$ cat src/rtl/stall_pipe_pkg.sv
// Shared constants, instruction classes and stage record for the stall pipeline.
package stall_pipe_pkg;

  localparam logic [31:0] DEF_PC_RESET = 32'h0000_3000;
  localparam logic [31:0] DEF_NOP      = '0;
  localparam logic [4:0]  REG_RA       = 5'd31;

  localparam logic [5:0] OP_RTYPE = 6'h00;
  localparam logic [5:0] OP_JAL   = 6'h03;
  localparam logic [5:0] OP_BEQ   = 6'h04;
  localparam logic [5:0] OP_ORI   = 6'h0d;
  localparam logic [5:0] OP_LUI   = 6'h0f;
  localparam logic [5:0] OP_LW    = 6'h23;
  localparam logic [5:0] OP_SW    = 6'h2b;

  localparam logic [5:0] FN_JR   = 6'h08;
  localparam logic [5:0] FN_ADDU = 6'h21;
  localparam logic [5:0] FN_SUBU = 6'h23;

  typedef enum logic [2:0] {
    CLS_NOP,
    CLS_CAL_R,
    CLS_CAL_I,
    CLS_LOAD,
    CLS_STORE,
    CLS_BEQ,
    CLS_JR,
    CLS_JAL
  } instr_cls_e;

  typedef struct packed {
    instr_cls_e cls;
    logic [4:0] rs;
    logic [4:0] rt;
    logic [4:0] wdst;
  } instr_info_t;

  typedef struct packed {
    logic [31:0] ins;
    logic [31:0] pc;
  } stage_t;

  // A read only conflicts when enabled, not $0, and aimed at the writer's destination.
  function automatic logic reg_hit(input logic en, input logic [4:0] r, input logic [4:0] dst);
    return en && (r != 5'd0) && (r == dst);
  endfunction

endpackage

$ cat src/rtl/stall_pipe_if.sv
// Fetch-side inputs and per-stage observation outputs of the stall pipeline.
interface stall_pipe_if;
  logic [31:0] instr_f;
  logic [31:0] pc_f;
  logic [31:0] INS_D, INS_E, INS_M, INS_W;
  logic [31:0] PC_D, PC_E, PC_M, PC_W;
  logic        stall;
  logic [15:0] stall_cnt;
  logic [15:0] retire_cnt;

  modport master (
    output instr_f, pc_f,
    input  INS_D, INS_E, INS_M, INS_W, PC_D, PC_E, PC_M, PC_W,
    input  stall, stall_cnt, retire_cnt
  );

  modport slave (
    input  instr_f, pc_f,
    output INS_D, INS_E, INS_M, INS_W, PC_D, PC_E, PC_M, PC_W,
    output stall, stall_cnt, retire_cnt
  );
endinterface

$ cat src/rtl/stall_pipe_instr_class.sv
// Decodes one instruction word into its class, source registers and write destination.
module instr_class
  import stall_pipe_pkg::*;
(
  input  logic [31:0] instr,
  output instr_info_t info
);

  logic [5:0] op;
  logic [5:0] funct;
  logic       unused_shamt;

  assign op           = instr[31:26];
  assign funct        = instr[5:0];
  assign unused_shamt = ^instr[10:6];

  always_comb begin
    info.cls  = CLS_NOP;
    info.rs   = instr[25:21];
    info.rt   = instr[20:16];
    info.wdst = 5'd0;
    unique case (op)
      OP_RTYPE: begin
        if (funct == FN_ADDU || funct == FN_SUBU) begin
          info.cls  = CLS_CAL_R;
          info.wdst = instr[15:11];
        end else if (funct == FN_JR) begin
          info.cls = CLS_JR;
        end
      end
      OP_ORI, OP_LUI: begin
        info.cls  = CLS_CAL_I;
        info.wdst = instr[20:16];
      end
      OP_LW: begin
        info.cls  = CLS_LOAD;
        info.wdst = instr[20:16];
      end
      OP_SW:   info.cls = CLS_STORE;
      OP_BEQ:  info.cls = CLS_BEQ;
      OP_JAL: begin
        info.cls  = CLS_JAL;
        info.wdst = REG_RA;
      end
      default: info.cls = CLS_NOP;
    endcase
  end

endmodule

$ cat src/rtl/stall_pipe.sv
// D/E/M/W instruction+PC pipeline with load-use and branch-operand interlock,
// plus saturating stall and retire counters.
module stall_pipe
  import stall_pipe_pkg::*;
#(
  parameter logic [31:0] PC_RESET = DEF_PC_RESET,
  parameter logic [31:0] NOP      = DEF_NOP
) (
  input  logic        clk,
  input  logic        reset,
  stall_pipe_if.slave bus
);

  stage_t      dec_q, dec_d, exe_q, exe_d, mem_q, mem_d, wb_q, wb_d;
  logic [15:0] stall_cnt_q, stall_cnt_d, retire_cnt_q, retire_cnt_d;
  instr_info_t info_d, info_e, info_m;
  logic        early_rs, early_rt, alu_rs, alu_rt;
  logic        hz_e_wr, hz_m_ld, hz_e_ld, stall;
  logic        unused_info;

  instr_class u_class_d (.instr(dec_q.ins), .info(info_d));
  instr_class u_class_e (.instr(exe_q.ins), .info(info_e));
  instr_class u_class_m (.instr(mem_q.ins), .info(info_m));

  assign unused_info = ^{info_d.wdst, info_e.rs, info_e.rt, info_m.rs, info_m.rt};

  always_comb begin
    early_rs = info_d.cls inside {CLS_BEQ, CLS_JR};
    early_rt = (info_d.cls == CLS_BEQ);
    alu_rs   = info_d.cls inside {CLS_CAL_R, CLS_CAL_I, CLS_LOAD, CLS_STORE};
    alu_rt   = (info_d.cls == CLS_CAL_R);
    // Non-writers decode wdst=0, so reg_hit rejects them without a class test.
    hz_e_wr  = reg_hit(early_rs, info_d.rs, info_e.wdst) ||
               reg_hit(early_rt, info_d.rt, info_e.wdst);
    hz_m_ld  = (info_m.cls == CLS_LOAD) &&
               (reg_hit(early_rs, info_d.rs, info_m.wdst) ||
                reg_hit(early_rt, info_d.rt, info_m.wdst));
    hz_e_ld  = (info_e.cls == CLS_LOAD) &&
               (reg_hit(alu_rs, info_d.rs, info_e.wdst) ||
                reg_hit(alu_rt, info_d.rt, info_e.wdst));
    stall    = hz_e_wr || hz_m_ld || hz_e_ld;
  end

  always_comb begin
    dec_d = stall ? dec_q : '{ins: bus.instr_f, pc: bus.pc_f};
    exe_d = stall ? '{ins: NOP, pc: dec_q.pc} : dec_q;
    mem_d = exe_q;
    wb_d  = mem_q;
    stall_cnt_d  = stall_cnt_q;
    retire_cnt_d = retire_cnt_q;
    if (stall && stall_cnt_q != '1) stall_cnt_d = stall_cnt_q + 16'd1;
    if (wb_q.ins != NOP && retire_cnt_q != '1) retire_cnt_d = retire_cnt_q + 16'd1;
  end

  always_ff @(posedge clk) begin
    if (!reset) begin
      dec_q        <= '{ins: NOP, pc: PC_RESET};
      exe_q        <= '{ins: NOP, pc: PC_RESET};
      mem_q        <= '{ins: NOP, pc: PC_RESET};
      wb_q         <= '{ins: NOP, pc: PC_RESET};
      stall_cnt_q  <= '0;
      retire_cnt_q <= '0;
    end else begin
      dec_q        <= dec_d;
      exe_q        <= exe_d;
      mem_q        <= mem_d;
      wb_q         <= wb_d;
      stall_cnt_q  <= stall_cnt_d;
      retire_cnt_q <= retire_cnt_d;
    end
  end

  assign bus.INS_D      = dec_q.ins;
  assign bus.INS_E      = exe_q.ins;
  assign bus.INS_M      = mem_q.ins;
  assign bus.INS_W      = wb_q.ins;
  assign bus.PC_D       = dec_q.pc;
  assign bus.PC_E       = exe_q.pc;
  assign bus.PC_M       = mem_q.pc;
  assign bus.PC_W       = wb_q.pc;
  assign bus.stall      = stall;
  assign bus.stall_cnt  = stall_cnt_q;
  assign bus.retire_cnt = retire_cnt_q;

endmodule

$ cat src/flat_wrapper.sv
// flat-port wrapper written by rule: the top's interface ports become plain ports
module stall_pipe_flat import stall_pipe_pkg::*;
#(
  parameter logic [31:0] PC_RESET = DEF_PC_RESET,
  parameter logic [31:0] NOP      = DEF_NOP
)
  (clk, reset, bus_instr_f, bus_pc_f, bus_INS_D, bus_INS_E, bus_INS_M, bus_INS_W, bus_PC_D, bus_PC_E, bus_PC_M, bus_PC_W, bus_stall, bus_stall_cnt, bus_retire_cnt);
  stall_pipe_if bus_i ();
  input  logic clk;
  input  logic reset;
  input wire logic [$bits(bus_i.instr_f)-1:0] bus_instr_f;
  input wire logic [$bits(bus_i.pc_f)-1:0] bus_pc_f;
  output wire logic [$bits(bus_i.INS_D)-1:0] bus_INS_D;
  output wire logic [$bits(bus_i.INS_E)-1:0] bus_INS_E;
  output wire logic [$bits(bus_i.INS_M)-1:0] bus_INS_M;
  output wire logic [$bits(bus_i.INS_W)-1:0] bus_INS_W;
  output wire logic [$bits(bus_i.PC_D)-1:0] bus_PC_D;
  output wire logic [$bits(bus_i.PC_E)-1:0] bus_PC_E;
  output wire logic [$bits(bus_i.PC_M)-1:0] bus_PC_M;
  output wire logic [$bits(bus_i.PC_W)-1:0] bus_PC_W;
  output wire logic [$bits(bus_i.stall)-1:0] bus_stall;
  output wire logic [$bits(bus_i.stall_cnt)-1:0] bus_stall_cnt;
  output wire logic [$bits(bus_i.retire_cnt)-1:0] bus_retire_cnt;
  assign bus_i.instr_f = bus_instr_f;
  assign bus_i.pc_f = bus_pc_f;
  assign bus_INS_D = bus_i.INS_D;
  assign bus_INS_E = bus_i.INS_E;
  assign bus_INS_M = bus_i.INS_M;
  assign bus_INS_W = bus_i.INS_W;
  assign bus_PC_D = bus_i.PC_D;
  assign bus_PC_E = bus_i.PC_E;
  assign bus_PC_M = bus_i.PC_M;
  assign bus_PC_W = bus_i.PC_W;
  assign bus_stall = bus_i.stall;
  assign bus_stall_cnt = bus_i.stall_cnt;
  assign bus_retire_cnt = bus_i.retire_cnt;
  stall_pipe #(.PC_RESET(PC_RESET), .NOP(NOP)) u_core (.clk(clk), .reset(reset), .bus(bus_i));
endmodule
$ cat config.mk
export PLATFORM = sky130hd
export DESIGN_NAME = stall_pipe_flat
export DESIGN_NICKNAME = d
export VERILOG_FILES = /design/src/rtl/stall_pipe_pkg.sv /design/src/rtl/stall_pipe_if.sv /design/src/rtl/stall_pipe_instr_class.sv /design/src/rtl/stall_pipe.sv /design/src/flat_wrapper.sv
export SDC_FILE = /design/constraint.sdc
export NUM_CORES = 1
export LEC_CHECK = 0
export ABC_AREA = 1
export CELL_PAD_IN_SITES_DETAIL_PLACEMENT = 1
export CELL_PAD_IN_SITES_GLOBAL_PLACEMENT = 2
export CORE_UTILIZATION = 25
export DETAILED_ROUTE_END_ITERATION = 10
export PLACE_DENSITY_LB_ADDON = 0.1
export SLEW_MARGIN = 40
export SYNTH_ARGS = -nofsm -noshare
export SYNTH_HDL_FRONTEND = slang
export SYNTH_SLANG_ARGS = --single-unit
$ cat constraint.sdc
create_clock -name clk -period 2.9 [get_ports clk]
set_input_delay 0.58 -clock clk [delete_from_list [all_inputs] [get_ports clk]]
set_output_delay 0.58 -clock clk [all_outputs]
set_load 0.02 [all_outputs]
==> impl_metrics.json, run 1 <==
{
  "synth_xor_area_frac": 0.0008610,
  "busiest_layer": "met2",
  "grt_util_met2": 0.3031,
  "fin_util": 0.3949,
  "slew_viol_final": 0,
  "grt_pass1_vias": 9467,
  "drt-total-wl_mm": 38.35,
  "drt-initial-drc-count": 308,
  "path_class": "reg -> out",
  "seq_area_frac_synth": 0.5668,
  "synthCells": 1314,
  "stdcell_count": 2241,
  "synth_fp_nets": 1382,
  "cp_data_arrival_time_ns": 2.31,
  "status": "completed",
  "postRouteAntennaNets": 0,
  "final_common_cell": "clkdlybuf4s50_1",
  "synth_fa_ha_area_frac": 0.002460,
  "synthSimpleGateAreaFrac": 0.2777,
  "routedWlPerCell_um": 17.11,
  "crit_family": "simple AND/OR/NAND/NOR gates",
  "cp-end-kind": "output port",
  "synth.area.mux_share": 0,
  "vdd_drop_max_v": 0.0002933,
  "initial_core_util": 0.2549,
  "layout_common_cells": "352 x clkdlybuf4s50_1, 326 x nand2_1, 270 x dfxtp_1, 228 x inv_1, 176 x nor2_1",
  "synth_top_family_by_area": "simple AND/OR/NAND/NOR gates",
  "hold_violations": 0,
  "holdBufCountCts": 0,
  "setup_viol": 0,
  "cp_slowest_cell": "dfxtp_2",
  "critPathLaunch": "u_core.bus.INS_E[26]$_SDFF_PP0_",
  "clk_latency_ns": 0.53,
  "met3_usage": 0.04842,
  "grt_pass1_wl_mm": 56.96,
  "period_needed_ns": 2.895,
  "rsz0062_at_grt": "yes",
  "cp-start-kind": "flip-flop",
  "path_max_fanout": 5,
  "p_leak_nw": 7.440,
  "cts_buffer_depth": 3,
  "min_period_over_period": 0.9981,
  "hold_path_class": "in -> reg",
  "clock_skew_ns": 0.01454,
  "drcViolationCount": 0,
  "place_congestion": 0.8170,
  "nets": 1758,
  "dieArea_mm2": 0.04150,
  "grt_max_degree": 70,
  "syn_area_mm2": 0.01017,
  "cts.sinks": 288,
  "fillCellCount": 4737,
  "max_cap_viol_count": 0,
  "syn_to_final_growth_pct": 54.96,
  "dp_hpwl_mm": 29.16,
  "cts_tree": "yes",
  "yosys.cell_types.count": 35,
  "max-slew-margin-rel": 0.4851,
  "viasPerCell": 4.217,
  "reg2reg_from": "u_core.bus.INS_E[26]$_SDFF_PP0_",
  "synth_compound_area_frac": 0.03838,
  "dp_cells": 2169,
  "place_ws_ns": 0.1510,
  "diodes": 0,
  "gr-total-overflow": 0,
  "power_density_mw_per_mm2": 630.6,
  "grt.total_usage": 0.1812,
  "crit_chain": "or2_1, nor2_4, nand3_1, nand3_2, inv_2, nand2_1, nand2_1, nor2_2, nand4_1, nand2_1, nand2_1, nand3_4, buf_6",
  "ys_ff_latch": 288,
  "vias": 9450,
  "crit_buf_inv": 2,
  "holdPathStages": 3,
  "yosysWarnings": 0,
  "postSynthAreaPerCell_um2": 7.741,
  "cts_root_buf": "clkbuf_16",
  "r2r_cells": 18,
  "cts.htree.levels": 2,
  "cpMostUsedCell": "nand2_1",
  "io_buffers": 354,
  "holdWs_ns": 0.3702,
  "worstHoldStart": "reset",
  "first_pass_iters": 4,
  "die_h_um": 203.7,
  "crit_required_ns": 2.32,
  "worstMarginPinSlew_ns": 0.7723,
  "cp.depth": 13,
  "slowest_delay_ns": 0.34,
  "path_clk_slew_ns": 0.05,
  "antenna_found_initial": 1,
  "drive_above_1_share": 0.1014,
  "rows": 73,
  "core_area_mm2": 0.03991,
  "fmax_mhz": 345.5,
  "setup_ws_ns": 0.005488,
  "grt_use_met1": 0.2254,
  "num_io_pins": 355,
  "die_x_um": 203.7,
  "numCtsBuffers": 36
}
metrics by stage:
stage	instance area, µm²	power [mW]	TNS [ns]
after detailed placement	14300	5.487	0
after global placement	14300	5.474	0
after global routing	15760	10.36	-0.1365
final	15760	9.939	0
after floorplan	10170	4.852	0
after CTS	15610	10.09	-0.08531
worst paths after layout:
path,end,slack [ns]
worst max-delay path,bus_stall,0.005
worst min-delay path,u_core.bus.PC_M[24]$_SDFF_PN0_,0.37
worst max register to register,u_core.bus.INS_D[6]$_SDFFE_PN0N_,0.26
worst min register to register,u_core.bus.INS_W[9]$_SDFF_PN0_,0.43
kinds of logic (layout without fill, tap and decap cells):
group / Yosys count / count (layout)
XOR/XNOR: 1 / 1
buffers and inverters: 279 / 681
adder cells (fa/ha/maj): 2 / 2
AO/OA/AOI/OAI: 71 / 71
flip-flops: 288 / 288
AND/OR/NAND/NOR: 673 / 673
sequential cells by signal, summed over array words and instances, names as in the netlist:
| signal | cells |
|---|---|
| u_core.bus.PC_E | 32 |
| u_core.bus.INS_W | 32 |
| u_core.bus.INS_D | 32 |
| u_core.bus.INS_E | 32 |
| u_core.bus.PC_M | 32 |
| u_core.bus.stall_cnt | 16 |
| u_core.bus.PC_W | 32 |
| u_core.bus.retire_cnt | 16 |
| u_core.bus.PC_D | 32 |
| u_core.bus.INS_M | 32 |
cell usage after synthesis:
| master | n | share of area |
|---|---|---|
| nor2_1 | 189 | 0.070 |
| clkbuf_1 | 24 | 0.0089 |
| a21oi_1 | 49 | 0.024 |
| nand3_1 | 56 | 0.028 |
| and3_1 | 2 | 0.0012 |
| nor3b_2 | 1 | 0.0012 |
| or2_1 | 1 | 0.00062 |
| nor3_1 | 19 | 0.0093 |
| nand3_2 | 2 | 0.0020 |
| a211oi_1 | 1 | 0.00074 |
| nor4_1 | 12 | 0.0074 |
| xor2_1 | 1 | 0.00086 |
| a21boi_1 | 1 | 0.00074 |
| o21bai_1 | 2 | 0.0015 |
| o21ai_0 | 10 | 0.0049 |
| nand4_1 | 33 | 0.020 |
| buf_1 | 1 | 0.00037 |
| ha_1 | 2 | 0.0025 |
| nand3b_1 | 2 | 0.0015 |
| a21oi_2 | 5 | 0.0043 |
| buf_2 | 4 | 0.0020 |
| buf_4 | 7 | 0.0052 |
| o21a_1 | 2 | 0.0015 |
| nand2_4 | 1 | 0.0011 |
| nor3b_1 | 3 | 0.0022 |
| inv_1 | 230 | 0.085 |
| nor2_2 | 5 | 0.0031 |
| buf_6 | 9 | 0.010 |
| a31oi_1 | 1 | 0.00062 |
| inv_2 | 3 | 0.0011 |
| dfxtp_1 | 288 | 0.57 |
| or2_2 | 7 | 0.0043 |
| nor2_4 | 1 | 0.0011 |
| nand2_1 | 339 | 0.13 |
| buf_8 | 1 | 0.0015 |
layout make-up:
cell class	count	area, µm²	share of cell area
Clock inverter	11	145.1	0.009208
Tap cell	525	656.9	0.04167
Sequential cell	288	5788	0.3672
Timing Repair Buffer	384	3809	0.2416
Inverter	233	874.6	0.05549
Clock buffer	53	1055	0.06692
Multi-Input combinational cell	747	3435	0.2179
worst register-to-register path, delay by kind of cell (launching register included):
| kind | cells | cell delay (ns) |
|---|---|---|
| buffers and inverters | 4 | 0.70 |
| and+or+nand+nor | 14 | 1.49 |
| DFF | 1 | 0.34 |
layer usage:
metal,vias to the layer above,part of all wire
met1,4397,0.44
met5,-,0.00034
li1,4734,-
met3,55,0.077
met4,2,0.021
met2,262,0.46
power breakdown:
part / internal (mW) / total, mW / switching, mW
Sequential: 4.13 / 4.25 / 0.123
Clock: 2.79 / 4.53 / 1.74
Combinational: 0.503 / 1.15 / 0.650
what timing repair did:
action	in CTS	in global routing
pin swaps	7	16
endpoints found under the hold margin	0	0
resized for setup	25	44
setup endpoints to repair	1	17
setup buffers	5	3
Power figures use the tool's default switching activity.
==> run 2: changes to the inputs <==
--- a/config.mk
+++ b/config.mk
@@ -9,6 +9,7 @@
 export CELL_PAD_IN_SITES_DETAIL_PLACEMENT = 1
 export CELL_PAD_IN_SITES_GLOBAL_PLACEMENT = 2
 export CORE_UTILIZATION = 25
+export CTS_BUF_LIST = sky130_fd_sc_hd__clkbuf_8
 export DETAILED_ROUTE_END_ITERATION = 10
 export PLACE_DENSITY_LB_ADDON = 0.1
 export SLEW_MARGIN = 40
==> run 2 against run 1 <==
The run now ends with setup timing left. Clock power is 15% lower. Count of clock-buffer cells in the layout is 12 higher. Cell count increased by 1.0%. Power shrank 6.8%. Highest routed layer unchanged. Non-clock buffer count shrank 3. Utilization is 0.46 points lower. Hold slack lost 0.093 ns. Clock skew increased by 0.0083 ns. Cell area fell by 1.2%. Largest power group is now registers.
==> impl_metrics.json, run 2 (synthesis gave the netlist of run 1 again) <==
{
  "crit_required_ns": 2.32,
  "cts_tree": "yes",
  "worstMarginPinSlew_ns": 0.7760,
  "min_period_over_period": 1.038,
  "initial_core_util": 0.2549,
  "cts.htree.levels": 2,
  "dp_hpwl_mm": 29.16,
  "holdBufCountCts": 0,
  "p_leak_nw": 7.437,
  "period_needed_ns": 3.012,
  "num_io_pins": 355,
  "routedWlPerCell_um": 17.08,
  "path_clk_slew_ns": 0.06,
  "grt_pass1_wl_mm": 57.26,
  "path_max_fanout": 5,
  "drive_above_1_share": 0.1058,
  "slew_viol_final": 0,
  "max_cap_viol_count": 0,
  "diodes": 0,
  "drt-total-wl_mm": 38.67,
  "multi_input_area_mm2": 0.003437,
  "syn_to_final_growth_pct": 53.15,
  "violations": "setup timing",
  "grt_max_degree": 70,
  "ff_latch_area_mm2": 0.005778,
  "fillCellCount": 4786,
  "setup_viol": 1,
  "layout_common_cells": "352 x clkdlybuf4s50_1, 324 x nand2_1, 278 x dfxtp_1, 242 x inv_1, 177 x nor2_1",
  "numCtsBuffers": 52,
  "clk_latency_ns": 0.63,
  "rows": 73,
  "cp-end-kind": "output port",
  "clock_skew_ns": 0.02279,
  "viasPerCell": 4.204,
  "dieArea_mm2": 0.04150,
  "drt-initial-drc-count": 353,
  "antenna_found_initial": 1,
  "setup_ws_ns": -0.1116,
  "first_pass_iters": 4,
  "cp_data_arrival_time_ns": 2.43,
  "fmax_mhz": 332.1,
  "tns_ns": -0.1116,
  "vias": 9517,
  "vdd_drop_max_v": 0.0003254,
  "drcViolationCount": 0,
  "grt_pass1_vias": 9581,
  "die_h_um": 203.7,
  "cts_root_buf": "clkbuf_8",
  "dpl_cell_area_mm2": 0.01430,
  "grt.total_usage": 0.1829,
  "nets": 1771,
  "max-slew-margin-rel": 0.4827,
  "path_class": "reg -> out",
  "gr-total-overflow": 0,
  "cts.sinks": 288,
  "hold_violations": 0,
  "core_area_mm2": 0.03991,
  "fin_area_mm2": 0.01558,
  "hold_path_class": "in -> reg",
  "place_congestion": 0.8170,
  "cp-start-kind": "flip-flop",
  "finalPower_mw": 9.261,
  "final_common_cell": "clkdlybuf4s50_1",
  "rsz0062_at_grt": "yes",
  "io_buffers": 354,
  "cts_buffer_depth": 3,
  "power_density_mw_per_mm2": 594.4,
  "die_x_um": 203.7,
  "postRouteAntennaNets": 0,
  "status": "finished with violations"
}
[run 2: timing repair]
item | in CTS | in global routing
gates cloned | 0 | 0
resized for setup | 24 | 37
pin swaps | 5 | 9
setup endpoints to repair | 1 | 13
buffers inserted | 3 | 2
[run 2: final timing paths]
kind                                                               to  cells past startpoint                               from  slack (ns)
worst min register to register         u_core.bus.INS_W[9]$_SDFF_PN0_                      2     u_core.bus.INS_M[9]$_SDFF_PN0_        0.42
worst min-delay path                   u_core.bus.PC_M[24]$_SDFF_PN0_                      3                              reset        0.28
worst max register to register  u_core.bus.stall_cnt[15]$_SDFFE_PN0P_                     15    u_core.bus.INS_M[30]$_SDFF_PN0_        0.30
worst max-delay path                                        bus_stall                     10  u_core.bus.INS_D[18]$_SDFFE_PN0N_       -0.11
[run 2: power breakdown]
group | total [mW] | leakage, nW | switching, mW | internal (mW)
Combinational | 1.15 | 4.48 | 0.649 | 0.501
Sequential | 4.25 | 2.36 | 0.123 | 4.13
Clock | 3.86 | 0.599 | 1.75 | 2.11
[run 2: area by class of cell]
class                           count  area share
Timing Repair Buffer              381      0.2430
Tap cell                          525     0.04217
Inverter                          233     0.05614
Multi-Input combinational cell    747      0.2206
Clock inverter                     25    0.009718
Clock buffer                       65     0.05743
Sequential cell                   288      0.3709
[run 2: stage by stage]
step                      worst slack [ns]  instances  hold WS, ns  utilization
after floorplan                     0.4873       1314       0.5060            -
after global placement              0.2176       2169       0.4199       0.3582
after detailed placement            0.1510       2169       0.4219       0.3582
after CTS                          -0.2273       2262       0.1964       0.3870
after global routing               -0.2836       2264       0.2191       0.3903
final                              -0.1116       2264       0.2773       0.3903
[run 2: routing by layer]
layer / wire length [µm] / up-vias / global-route usage
met4: 830 / 2 / 0.05720
met5: 13 / - / 0
li1: - / 4758 / -
met2: 17810 / 266 / 0.3038
met3: 2986 / 56 / 0.05721
met1: 17030 / 4435 / 0.2241
[run 2: critical path, cell delays in order (launching register included)]
cell	delay, ns
dfxtp_1	0.47
inv_1	0.22
nand4_1	0.20
inv_1	0.08
nor2_2	0.15
a21boi_2	0.22
nand3_1	0.10
nand2_1	0.08
nand2_2	0.08
nand3_4	0.09
buf_6	0.12
==> run 3: changes to the inputs <==
--- a/config.mk
+++ b/config.mk
@@ -8,11 +8,12 @@
 export ABC_AREA = 1
 export CELL_PAD_IN_SITES_DETAIL_PLACEMENT = 1
 export CELL_PAD_IN_SITES_GLOBAL_PLACEMENT = 2
-export CORE_UTILIZATION = 25
+export CORE_UTILIZATION = 26
 export CTS_BUF_LIST = sky130_fd_sc_hd__clkbuf_8
 export DETAILED_ROUTE_END_ITERATION = 10
 export PLACE_DENSITY_LB_ADDON = 0.1
 export SLEW_MARGIN = 40
 export SYNTH_ARGS = -nofsm -noshare
 export SYNTH_HDL_FRONTEND = slang
+export SYNTH_HIERARCHICAL = 1
 export SYNTH_SLANG_ARGS = --single-unit
==> run 3 against run 2 <==
The flow still finishes with violations (setup timing). Count of clock-buffer cells in the layout increased by 1. Global-route usage decreased by 0.48 points. Hold slack got worse by 0.0072 ns. Setup slack got worse by 0.024 ns. Critical path depth increased by 3. First-iteration DRC count decreased by 2.5%. Synthesized cell count increased by 8.5%. Combinational power decreased by 9.6%. Clock skew increased by 0.013 ns. Utilization increased by 0.90 points. Cell count increased by 5.7%. Cell area increased by 4.9%. Largest power group unchanged. Highest routed layer unchanged.
==> impl_metrics.json, run 3 <==
{
  "status": "finished with violations",
  "violations": "setup timing",
  "dieArea_mm2": 0.04236,
  "postRouteAntennaNets": 0,
  "drive_above_1_share": 0.1160,
  "grt_pass1_vias": 9902,
  "max-slew-margin-rel": 0.6144,
  "synth_fp_nets": 1494,
  "vdd_drop_max_v": 0.0002605,
  "cp-start-kind": "flip-flop",
  "clock_skew_ns": 0.03609,
  "drt-initial-drc-count": 344,
  "drcViolationCount": 0,
  "fin_util": 0.3993,
  "slew_viol_final": 0,
  "reg2reg_from": "u_core/bus.INS_E[28]$_SDFF_PP0_",
  "worstHoldStart": "reset",
  "setup_viol": 1,
  "cts_root_buf": "clkbuf_8",
  "yosysWarnings": 6,
  "cp_data_arrival_time_ns": 2.46,
  "viasPerCell": 4.102,
  "power_density_mw_per_mm2": 559.9,
  "antenna_found_initial": 7,
  "layout_common_cells": "352 x clkdlybuf4s50_1, 349 x nand2_1, 290 x inv_1, 267 x dfxtp_1, 182 x nor2_1",
  "syn_area_mm2": 0.01080,
  "grt_pass1_wl_mm": 57.54,
  "crit_chain": "nor2_4, nand2_4, nor2_8, nand3_2, nand3_2, buf_4, xor2_1, nor2_1, nand3_1, nand2_2, nand2_4, nand2_8, buf_12",
  "syn_to_final_growth_pct": 51.30,
  "path_clk_slew_ns": 0.06,
  "numCtsBuffers": 55,
  "cts_tree": "yes",
  "num_io_pins": 355,
  "core_area_mm2": 0.04092,
  "max_cap_viol_count": 0,
  "dp_hpwl_mm": 28.33,
  "die_x_um": 205.8,
  "holdPathStages": 3,
  "grt.total_usage": 0.1782,
  "clk_latency_ns": 0.64,
  "cts_buffer_depth": 3,
  "min_period_over_period": 1.047,
  "crit_required_ns": 2.32,
  "nets": 1882,
  "first_pass_iters": 4,
  "path_max_fanout": 7,
  "postSynthAreaPerCell_um2": 7.574,
  "path_class": "reg -> out",
  "final_common_cell": "clkdlybuf4s50_1",
  "fmax_mhz": 329.5,
  "gr-total-overflow": 0,
  "r2r_cells": 17,
  "fillCellCount": 4933,
  "hold_violations": 0,
  "grt_max_degree": 62,
  "cts.sinks": 288,
  "die_h_um": 205.8,
  "vias": 9811,
  "critPathLaunch": "u_core/bus.INS_E[28]$_SDFF_PP0_",
  "io_buffers": 354,
  "period_needed_ns": 3.035,
  "drt-total-wl_mm": 38.16,
  "initial_core_util": 0.2639,
  "rows": 74,
  "routedWlPerCell_um": 15.95,
  "place_congestion": 0.8557,
  "place_ws_ns": 0.003894,
  "hold_path_class": "in -> reg",
  "cts.htree.levels": 2,
  "worstMarginPinSlew_ns": 0.5784,
  "slowest_delay_ns": 0.35,
  "rsz0062_at_grt": "yes",
  "cp-end-kind": "output port",
  "setup_ws_ns": -0.1351,
  "cp_slowest_cell": "dfxtp_4",
  "synthCells": 1426,
  "p_leak_nw": 8.109,
  "holdBufCountCts": 0
}
## run 3: final cells by class
cell class / count / area, µm² / area share
diodes: 7 / 17.52 / 0.001072
clock buffers: 66 / 908.4 / 0.05559
clock inverters: 30 / 156.4 / 0.009571
inverters: 281 / 1055 / 0.06455
multi-input cells: 802 / 3882 / 0.2376
flip-flops and latches: 288 / 5812 / 0.3557
well taps: 532 / 665.6 / 0.04073
repair buffers: 386 / 3844 / 0.2352
## run 3: power breakdown
group | internal (mW) | switching [mW] | leakage [nW]
Clock | 2.13 | 1.75 | 0.621
Combinational | 0.465 | 0.570 | 5.12
Sequential | 4.11 | 0.128 | 2.37
## run 3: stage by stage
| stage | hold slack, ns | cell area, µm² | setup TNS (ns) | total power [mW] | cells |
|---|---|---|---|---|---|
| after floorplan | 0.5167 | 10800 | 0 | 4.797 | 1426 |
| after global routing | 0.2297 | 16330 | -0.3177 | 9.619 | 2386 |
| final | 0.2701 | 16340 | -0.1351 | 9.150 | 2392 |
| after global placement | 0.4240 | 14880 | 0 | 5.336 | 2273 |
| after CTS | 0.2034 | 16140 | -0.2104 | 9.341 | 2378 |
| after detailed placement | 0.4255 | 14880 | 0 | 5.344 | 2273 |
## run 3: critical path, delay by kind of cell, from the launching register on
kind          cells  cell delay (ns)
flops             1             0.35
buf+inv           2             0.23
simple gates     10             1.20
xor+xnor          1             0.05
## run 3: path summary, 6_finish.rpt
check	endpoint	slack [ns]
max reg2reg	u_core/bus.stall_cnt[5]$_SDFFE_PN0P_	0.29
min reg2reg	u_core/bus.INS_M[9]$_SDFF_PN0_	0.43
min	u_core/bus.INS_D[6]$_SDFFE_PN0N_	0.27
max	bus_stall	-0.14
## run 3: repair_timing
item	in CTS	in global routing
setup buffers	9	7
setup endpoints to repair	8	48
resized for setup	46	35
pin swaps	12	21
## run 3: routing by layer
layer	GRT usage	up-vias	routed length [µm]
met3	0.06858	63	3018
li1	-	5003	-
met4	0.05462	6	741
met2	0.2811	252	17560
met1	0.2229	4487	16810
met5	0	-	25
